--- src/rtl/mu0_pkg.sv ---
// mu0_pkg: shared definitions for the MU0 control unit.
//   - opcode constants (LDA..STP; 8-F are illegal)
//   - ALU function codes driven on M
//   - FSM state encoding (2-bit)
//   - select-value constants for X, Y and address multiplexers
//   - ctrl_t: the raw select/enable/request vector produced by the decoder
package mu0_pkg;

  localparam logic [3:0] OP_LDA = 4'h0;
  localparam logic [3:0] OP_STA = 4'h1;
  localparam logic [3:0] OP_ADD = 4'h2;
  localparam logic [3:0] OP_SUB = 4'h3;
  localparam logic [3:0] OP_JMP = 4'h4;
  localparam logic [3:0] OP_JGE = 4'h5;
  localparam logic [3:0] OP_JNE = 4'h6;
  localparam logic [3:0] OP_STP = 4'h7;

  localparam logic [1:0] M_Y   = 2'b00;
  localparam logic [1:0] M_ADD = 2'b01;
  localparam logic [1:0] M_INC = 2'b10;
  localparam logic [1:0] M_SUB = 2'b11;

  localparam logic SEL_ACC     = 1'b0;  // X mux
  localparam logic SEL_PC      = 1'b1;
  localparam logic SEL_DIN     = 1'b0;  // Y mux
  localparam logic SEL_IR      = 1'b1;
  localparam logic SEL_ADDR_PC = 1'b0;  // address mux
  localparam logic SEL_ADDR_IR = 1'b1;

  typedef enum logic [1:0] {
    ST_FETCH   = 2'b00,
    ST_EXECUTE = 2'b01,
    ST_HALT    = 2'b10
  } state_t;

  // Bit order matches the 10-bit vector passed between decoder and top.
  typedef struct packed {
    logic       x_sel;
    logic       y_sel;
    logic       addr_sel;
    logic       pc_en;
    logic       ir_en;
    logic       acc_en;
    logic [1:0] m;
    logic       rd;
    logic       wr;
  } ctrl_t;

endpackage

--- src/rtl/mu0_decode.sv ---
// mu0_decode: purely combinational decoder.
//   state  in  2   current FSM state (state_t encoding)
//   f      in  4   opcode
//   n, z   in  1   Acc negative / zero flags
//   ctrl   out 10  raw ctrl_t vector, enables assume the access completes
//   stop   out 1   execute of STP or an illegal opcode
//   bad_op out 1   execute of an illegal opcode (8-F)
module mu0_decode
  import mu0_pkg::*;
(
  input  logic [1:0] state,
  input  logic [3:0] f,
  input  logic       n,
  input  logic       z,
  output logic [9:0] ctrl,
  output logic       stop,
  output logic       bad_op
);

  ctrl_t c;

  always_comb begin
    c      = '0;
    stop   = 1'b0;
    bad_op = 1'b0;
    case (state)
      ST_FETCH: begin
        c.addr_sel = SEL_ADDR_PC;
        c.rd       = 1'b1;
        c.x_sel    = SEL_PC;
        c.m        = M_INC;
        c.ir_en    = 1'b1;
        c.pc_en    = 1'b1;
      end
      ST_EXECUTE: begin
        case (f)
          OP_LDA: begin
            c.addr_sel = SEL_ADDR_IR;
            c.rd       = 1'b1;
            c.y_sel    = SEL_DIN;
            c.m        = M_Y;
            c.acc_en   = 1'b1;
          end
          OP_STA: begin
            c.addr_sel = SEL_ADDR_IR;
            c.x_sel    = SEL_ACC;
            c.wr       = 1'b1;
          end
          OP_ADD, OP_SUB: begin
            c.addr_sel = SEL_ADDR_IR;
            c.rd       = 1'b1;
            c.x_sel    = SEL_ACC;
            c.y_sel    = SEL_DIN;
            c.m        = (f == OP_ADD) ? M_ADD : M_SUB;
            c.acc_en   = 1'b1;
          end
          OP_JMP, OP_JGE, OP_JNE: begin
            // Branch selects are driven regardless; only the PC load is conditional.
            c.y_sel = SEL_IR;
            c.m     = M_Y;
            c.pc_en = (f == OP_JMP) ? 1'b1 :
                      (f == OP_JGE) ? ~n : ~z;
          end
          OP_STP: stop = 1'b1;
          default: begin
            stop   = 1'b1;
            bad_op = 1'b1;
          end
        endcase
      end
      default: ;  // HALT: everything inactive
    endcase
  end

  assign ctrl = c;

endmodule

--- src/rtl/mu0_control.sv ---
// mu0_control: MU0 control unit with a request/acknowledge memory handshake.
//   CNT_W        param  width of the retired-instruction counter
//   Clk          in     clock, rising edge
//   Reset        in     synchronous, active-low reset
//   F, N, Z      in     opcode and Acc flags from the datapath
//   Mem_Ack      in     memory completes the current Rd/Wr this cycle
//   X_sel, Y_sel, Addr_sel, M            out  datapath selects / ALU function
//   PC_En, IR_En, Acc_En                 out  register load enables
//   Rd, Wr                               out  memory requests
//   Halted, Illegal, Instr_Count         out  status (registered)
module mu0_control
  import mu0_pkg::*;
#(
  parameter int CNT_W = 16
) (
  input  logic             Clk,
  input  logic             Reset,
  input  logic [3:0]       F,
  input  logic             N,
  input  logic             Z,
  input  logic             Mem_Ack,
  output logic             X_sel,
  output logic             Y_sel,
  output logic             Addr_sel,
  output logic             PC_En,
  output logic             IR_En,
  output logic             Acc_En,
  output logic [1:0]       M,
  output logic             Rd,
  output logic             Wr,
  output logic             Halted,
  output logic             Illegal,
  output logic [CNT_W-1:0] Instr_Count
);

  state_t           state_reg, state_next;
  logic             halted_reg, illegal_reg;
  logic [CNT_W-1:0] count_reg;
  logic [9:0]       raw_vec;
  ctrl_t            raw;
  logic             stop, bad_op;
  logic             mem_req, go, retire;

  mu0_decode u_decode (
    .state  (state_reg),
    .f      (F),
    .n      (N),
    .z      (Z),
    .ctrl   (raw_vec),
    .stop   (stop),
    .bad_op (bad_op)
  );

  assign raw     = ctrl_t'(raw_vec);
  assign mem_req = raw.rd | raw.wr;
  // Enables of a memory step wait for the acknowledge; reset kills everything.
  assign go      = Reset & (mem_req ? Mem_Ack : 1'b1);

  assign X_sel    = raw.x_sel;
  assign Y_sel    = raw.y_sel;
  assign Addr_sel = raw.addr_sel;
  assign M        = raw.m;
  assign PC_En    = raw.pc_en  & go;
  assign IR_En    = raw.ir_en  & go;
  assign Acc_En   = raw.acc_en & go;
  assign Rd       = raw.rd & Reset;
  assign Wr       = raw.wr & Reset;

  always_comb begin
    state_next = state_reg;
    case (state_reg)
      ST_FETCH:   if (Mem_Ack) state_next = ST_EXECUTE;
      ST_EXECUTE: begin
        if (stop)                     state_next = ST_HALT;
        else if (!mem_req || Mem_Ack) state_next = ST_FETCH;
      end
      ST_HALT:    state_next = ST_HALT;
      default:    state_next = ST_FETCH;
    endcase
  end

  assign retire = (state_reg == ST_EXECUTE) && (state_next != ST_EXECUTE);

  always_ff @(posedge Clk) begin
    if (!Reset) begin
      state_reg   <= ST_FETCH;
      halted_reg  <= 1'b0;
      illegal_reg <= 1'b0;
      count_reg   <= '0;
    end else begin
      state_reg <= state_next;
      if (state_next == ST_HALT) halted_reg  <= 1'b1;
      if (retire && bad_op)      illegal_reg <= 1'b1;
      if (retire)                count_reg   <= count_reg + CNT_W'(1);
    end
  end

  assign Halted      = halted_reg;
  assign Illegal     = illegal_reg;
  assign Instr_Count = count_reg;

endmodule
--- config.mk ---
export PLATFORM = sky130hd
export DESIGN_NAME = mu0_control
export DESIGN_NICKNAME = d
export VERILOG_FILES = /design/src/rtl/mu0_pkg.sv /design/src/rtl/mu0_decode.sv /design/src/rtl/mu0_control.sv
export SDC_FILE = /design/constraint.sdc
export NUM_CORES = 1
export LEC_CHECK = 0
export ABC_AREA = 1
export CAP_MARGIN = 20
export CORE_MARGIN = 2
export CORE_UTILIZATION = 30
export DETAILED_ROUTE_END_ITERATION = 16
export GPL_TIMING_DRIVEN = 0
export PLACE_DENSITY = 0.66
export SLEW_MARGIN = 40
export SYNTH_ARGS = -nofsm -noshare
export SYNTH_HDL_FRONTEND = slang
export SYNTH_SLANG_ARGS = --single-unit
--- constraint.sdc ---
create_clock -name Clk -period 2.2 [get_ports Clk]
set_clock_uncertainty 0.05 [all_clocks]
set_input_delay 0.44 -clock Clk [delete_from_list [all_inputs] [get_ports Clk]]
set_output_delay 0.44 -clock Clk [all_outputs]
set_load 0.01 [all_outputs]
==> results.json, run 1 <==
{
  "cp_top_family": "buffers and inverters",
  "synth.top_cell.area_share": 0.322,
  "drc": 0,
  "r2r-start": "Instr_Count[0]",
  "port_buffers": 36,
  "min_from": "Halted",
  "antenna_found_initial": 0,
  "grt_usage": 0.150,
  "synth-seq-cells": 20,
  "gp_congestion": 0.879,
  "worstPathRequired_ps": 1710,
  "ys_seq_area_frac": 0.322,
  "drive_above_1_share": 0.132,
  "dpl.hpwl_mm": 2.36,
  "power_density_nw_per_um2": 438,
  "clkPwrFrac": 0.328,
  "leakagePower_nw": 0.642,
  "cp-end-kind": "output port",
  "yosysWarnings": 0,
  "crit_type": "in -> out",
  "pwr-share-seq": 0.501,
  "largest_reg_flops": 16,
  "clock_latency_ps": 260,
  "p_int_uw": 548,
  "ir_drop_mv": 0.183,
  "reg2reg_slack_ps": 510,
  "crit_buf_inv": 3,
  "reg2regPathDepth": 8,
  "ios": 37,
  "finalSetupViolCount": 0,
  "finalNonFillerCells": 285,
  "dr.pass1.iters": 4,
  "startpoint_type": "input pin",
  "netSwitchingPower_uw": 205,
  "die_h_um": 68.4,
  "grt_pass1_vias": 1248,
  "drt_iter0_markers": 100,
  "rsz0062_at_grt": "no",
  "min_to": "Halted",
  "cts_sinks": 20,
  "n_fill_cell": 420,
  "hold_path_depth": 2,
  "rows": 23,
  "worst_ep_arrival_time_ps": 1630,
  "wl_per_cell_um": 11.0,
  "cap_viol_max_count": 0,
  "hold_class": "reg -> reg",
  "combPwrFrac": 0.171,
  "slowest_delay_ps": 450,
  "grt_max_degree": 11,
  "period_share": 0.962,
  "area_delta_synth_final_pct": 38.5,
  "cp_max_fo": 5,
  "cts_tree": "done",
  "vias_per_cell": 4.69,
  "synthCells": 195,
  "core_um2": 4000,
  "slew_headroom": 0.656,
  "reg2reg_to": "Instr_Count[14]",
  "synth.area.top_cells": "dfxtp_1 32%, nand2_1 20%, a21oi_1 7.7%",
  "synth_cell_types": 23,
  "num-nets-final": 247,
  "finalCriticalPeriod_ps": 2120,
  "synth_edf_count": 0,
  "place_inst": 281,
  "worst_pin_slew_ps": 516,
  "die_area_um2": 4670,
  "synth.cell_area_um2": 1240,
  "max_freq_ghz": 0.472,
  "cts.root.buffer_cell": "clkbuf_8",
  "synth_nets": 205,
  "async_flop_share": 0,
  "grt_overflow": 0,
  "wirelength_mm": 3.15,
  "crit_chain": "clkdlybuf4s50_1, inv_1, nand2_1, nor3_1, o21ai_0, nand2_1, a21oi_2, buf_2",
  "whs_ps": 408,
  "hold_viol_final": 0,
  "postRouteAntennaNets": 0,
  "n_antenna_cell": 0,
  "synth_largest_area_cell": "dfxtp_1",
  "htree_levels": 1,
  "cts_buffers": 3,
  "cpMaxStageDelayCell": "clkdlybuf4s50_1",
  "cts.reportedPaths.clkPinSlew_ps": 80,
  "slew_viol_final": 0,
  "holdBufCountCts": 0,
  "cpMostUsedCell": "nand2_1",
  "synth_flop_cell": "dfxtp_1",
  "die_x_um": 68.4,
  "p_total_uw": 753,
  "start_util": 0.311,
  "sw_frac_of_total": 0.272,
  "status": "finished, final reports clean",
  "grt_pass1_wl_mm": 5.38,
  "via_count": 1336,
  "cts_buffer_depth": 2,
  "synth.avg_cell_area_um2": 6.37
}
routing by layer:
layer	GRT usage	wire length (µm)	vias to the layer above
met4	0.0375	35	0
met5	0	0	-
met1	0.188	1490	589
met3	0.0345	191	5
li1	-	-	699
met2	0.256	1430	43
logic make-up after synthesis:
logic type,Yosys count,share of synthesized area
AOI/OAI and AO/OA,29,0.124
and+or+nand+nor,113,0.396
buffers and inverters,25,0.0987
DFF,20,0.322
adders and majority gates,1,0.0101
xor gates and xnor gates,7,0.0493
worst max-delay path by stage:
stage / slack (ps) / start / to / cells past startpoint
after floorplan: 480 / F[2] / Wr / 5
after global placement: -450 / F[3] / Wr / 7
after detailed placement: -430 / F[3] / Rd / 7
after CTS: 10 / F[2] / Rd / 7
after global routing: 3 / F[1] / M[1] / 4
final: 80 / F[1] / PC_En / 8
power by group through the flow:
stage	logic (mW)	clock network [mW]	registers, mW
2_1_floorplan	0.0679	0	0.387
3_3_place_gp	0.132	0	0.385
3_5_place_dp	0.132	0	0.385
4_1_cts	0.129	0.249	0.377
5_1_grt	0.141	0.266	0.379
6_report	0.129	0.247	0.377
cell usage in the layout, fill, tap and decap left out:
master,count
a21oi_1,18
a21oi_2,2
a31oi_1,1
buf_12,1
buf_2,1
buf_4,1
buf_6,1
clkbuf_1,1
clkbuf_2,2
clkbuf_4,1
clkbuf_8,3
clkdlybuf4s15_1,2
clkdlybuf4s15_2,2
clkdlybuf4s50_1,25
dfxtp_1,20
dlygate4sd2_1,3
dlymetal6s2s_1,1
ha_1,1
inv_1,18
inv_2,2
inv_6,1
nand2_1,66
nand2_2,6
nand3_1,7
nand4_1,6
nor2_1,18
nor2_2,6
nor2_4,1
nor2_8,1
nor3_1,2
o21ai_0,5
o21ai_1,2
o41ai_1,1
xnor2_1,4
xor2_1,3
metrics by stage:
step | TNS (ps) | setup WS, ps | utilization | area, µm²
2_1_floorplan | 0 | 477 | - | 1240
3_3_place_gp | -3270 | -452 | 0.416 | 1670
3_5_place_dp | -2950 | -431 | 0.416 | 1670
4_1_cts | 0 | 11.1 | 0.428 | 1710
5_1_grt | 0 | 3.14 | 0.430 | 1720
6_report | 0 | 82.8 | 0.430 | 1720
worst reg2reg max path, cell delays in order (launching register included):
cell     delay, ps
dfxtp_1        480
ha_1           290
nand3_1        180
nor2_1         230
nand3_1        100
nand2_1         70
nand2_1         50
nand2_1         50
a21oi_1         60
synth_stat cells (2+ instances only):
| library cell | number |
|---|---|
| nand2_1 | 66 |
| nor2_1 | 21 |
| dfxtp_1 | 20 |
| a21oi_1 | 19 |
| inv_1 | 19 |
| nand3_1 | 7 |
| o21ai_0 | 7 |
| nand2_2 | 6 |
| nand4_1 | 6 |
| nor2_2 | 4 |
| xnor2_1 | 4 |
| xor2_1 | 3 |
| clkbuf_1 | 2 |
| nor3_1 | 2 |
area by class of cell:
class | instances | area (µm²) | share of cell area
buffer | 4 | 42.5 | 0.0247
inverter | 21 | 83.8 | 0.0487
timing repair buffer | 37 | 354 | 0.206
multi-input combinational | 150 | 736 | 0.428
tap | 50 | 62.6 | 0.0364
clock buffer | 3 | 41.3 | 0.0240
sequential | 20 | 400 | 0.233
what timing repair did:
action / 4_1_cts / 5_1_grt
gates resized for setup: 25 / 9
pin swaps: 1 / 1
endpoints found under the setup margin: 9 / 7
buffers inserted: 0 / 1
Note: power is estimated with default switching activity, not from simulation.
==> run 2: changes to the inputs <==
Settings changed: CTS_CLUSTER_SIZE from default to 12, TNS_END_PERCENT from default to 5.
==> run 2 against run 1 <==
  * Die area unchanged
  * Routed wire length barely moved
  * Power increased by 0.14%
  * Register-to-register slack is essentially flat
  * Critical path depth stayed put
  * Critical path type unchanged
==> results.json, run 2 (synthesis results as in run 1) <==
{
  "status": "finished, final reports clean",
  "n_antenna_cell": 0,
  "grt_overflow": 0,
  "grt_pass1_vias": 1242,
  "drc": 0,
  "cts_tree": "done",
  "worst_pin_slew_ps": 514,
  "cp_max_fo": 5,
  "wl_per_cell_um": 11.0,
  "layout_commonest_cell": "nand2_1",
  "hold_class": "reg -> reg",
  "ios": 37,
  "power_density_nw_per_um2": 439,
  "reg2reg_slack_ps": 520,
  "finalSetupViolCount": 0,
  "placed_area_um2": 1670,
  "place_inst": 281,
  "reg2regPathDepth": 8,
  "worstPathRequired_ps": 1710,
  "area_delta_synth_final_pct": 38.3,
  "gp_congestion": 0.879,
  "cts.reportedPaths.clkPinSlew_ps": 80,
  "grt_usage": 0.149,
  "holdBufCountCts": 0,
  "p_total_uw": 754,
  "drive_above_1_share": 0.128,
  "leakagePower_nw": 0.646,
  "worst_ep_arrival_time_ps": 1630,
  "die_area_um2": 4670,
  "clock_latency_ps": 260,
  "slew_viol_final": 0,
  "grt_max_degree": 11,
  "drt_iter0_markers": 89,
  "finalNonFillerCells": 285,
  "dr.pass1.iters": 4,
  "slew_headroom": 0.657,
  "wirelength_mm": 3.15,
  "ir_drop_mv": 0.184,
  "hold_viol_final": 0,
  "crit_type": "in -> out",
  "max_freq_ghz": 0.471,
  "core_um2": 4000,
  "finalCriticalPeriod_ps": 2120,
  "grt_pass1_wl_mm": 5.35,
  "die_h_um": 68.4,
  "cts_sinks": 20,
  "final_cell_mix": "66 x nand2_1, 25 x clkdlybuf4s50_1, 20 x dfxtp_1",
  "start_util": 0.311,
  "cp-end-kind": "output port",
  "port_buffers": 36,
  "rsz0062_at_grt": "yes",
  "dpl.hpwl_mm": 2.36,
  "cts_buffer_depth": 2,
  "period_share": 0.966,
  "postRouteAntennaNets": 0,
  "startpoint_type": "input pin",
  "cap_viol_max_count": 0,
  "antenna_found_initial": 0,
  "largest_reg_flops": 16,
  "die_x_um": 68.4,
  "rows": 23,
  "n_fill_cell": 422,
  "htree_levels": 1,
  "cts.root.buffer_cell": "clkbuf_8",
  "cts_buffers": 3,
  "vias_per_cell": 4.67,
  "num-nets-final": 247,
  "via_count": 1332,
  "tns_ps": 0,
  "fin_area_um2": 1720,
  "hold_path_depth": 2
}
==> run 2: cell types whose count changed in the layout (fill, tap and decap cells not counted), sizes merged <==
| cell | change |
|---|---|
| clkdlybuf4s15 | -1 |
| dlygate4sd2 | +1 |
==> run 2: repair_timing <==
item | in CTS | in global routing
buffers inserted | 0 | 1
gates resized for setup | 20 | 12
setup endpoints to repair | 9 | 8
pin swaps | 0 | 2
gates cloned | 0 | 0
==> run 2: routing by layer <==
layer | wire [µm] | part of all wire | up-vias | track usage
met4 | 35 | 0.011 | 0 | 0.0375
met1 | 1490 | 0.47 | 586 | 0.188
met3 | 190 | 0.060 | 5 | 0.0345
met5 | 0 | 0 | - | 0
li1 | - | - | 698 | -
met2 | 1430 | 0.45 | 43 | 0.254
==> run 2: final cells by class <==
class | count | area [µm²] | area share
repair buffers | 37 | 352 | 0.205
inverters | 21 | 83.8 | 0.0488
multi-input cells | 150 | 736 | 0.428
plain buffers | 4 | 42.5 | 0.0248
flip-flops and latches | 20 | 400 | 0.233
well taps | 50 | 62.6 | 0.0364
clock buffers | 3 | 41.3 | 0.0240
==> run 2: final timing paths <==
check	from	end
worst max-delay path	F[1]	PC_En
worst min-delay path	Halted	Halted
worst max register to register	Instr_Count[0]	Instr_Count[14]
worst min register to register	Halted	Halted
==> run 2: worst max-delay path: stages <==
cell and delay, ps:
clkdlybuf4s50_1 460, inv_1 80, nand2_1 120, nor3_1 50, o21ai_0 150, nand2_1 100, a21oi_2 110, buf_2 130
==> run 2: through the flow <==
step                setup WS [ps]  hold slack, ps  utilization
detailed placement           -431             397        0.416
global placement             -452             387        0.416
finish                       75.1             408        0.429
global route                -4.35             444        0.429
CTS                          -129             414        0.428
floorplan                     477             424            -
==> run 2: where the power goes <==
| group | internal, mW | total [mW] | switching, mW | leakage (nW) |
|---|---|---|---|---|
| clock network | 0.122 | 0.248 | 0.126 | 0.0216 |
| logic | 0.0567 | 0.129 | 0.0722 | 0.463 |
| registers | 0.369 | 0.377 | 0.00790 | 0.162 |
| total | 0.548 | 0.754 | 0.206 | 0.646 |
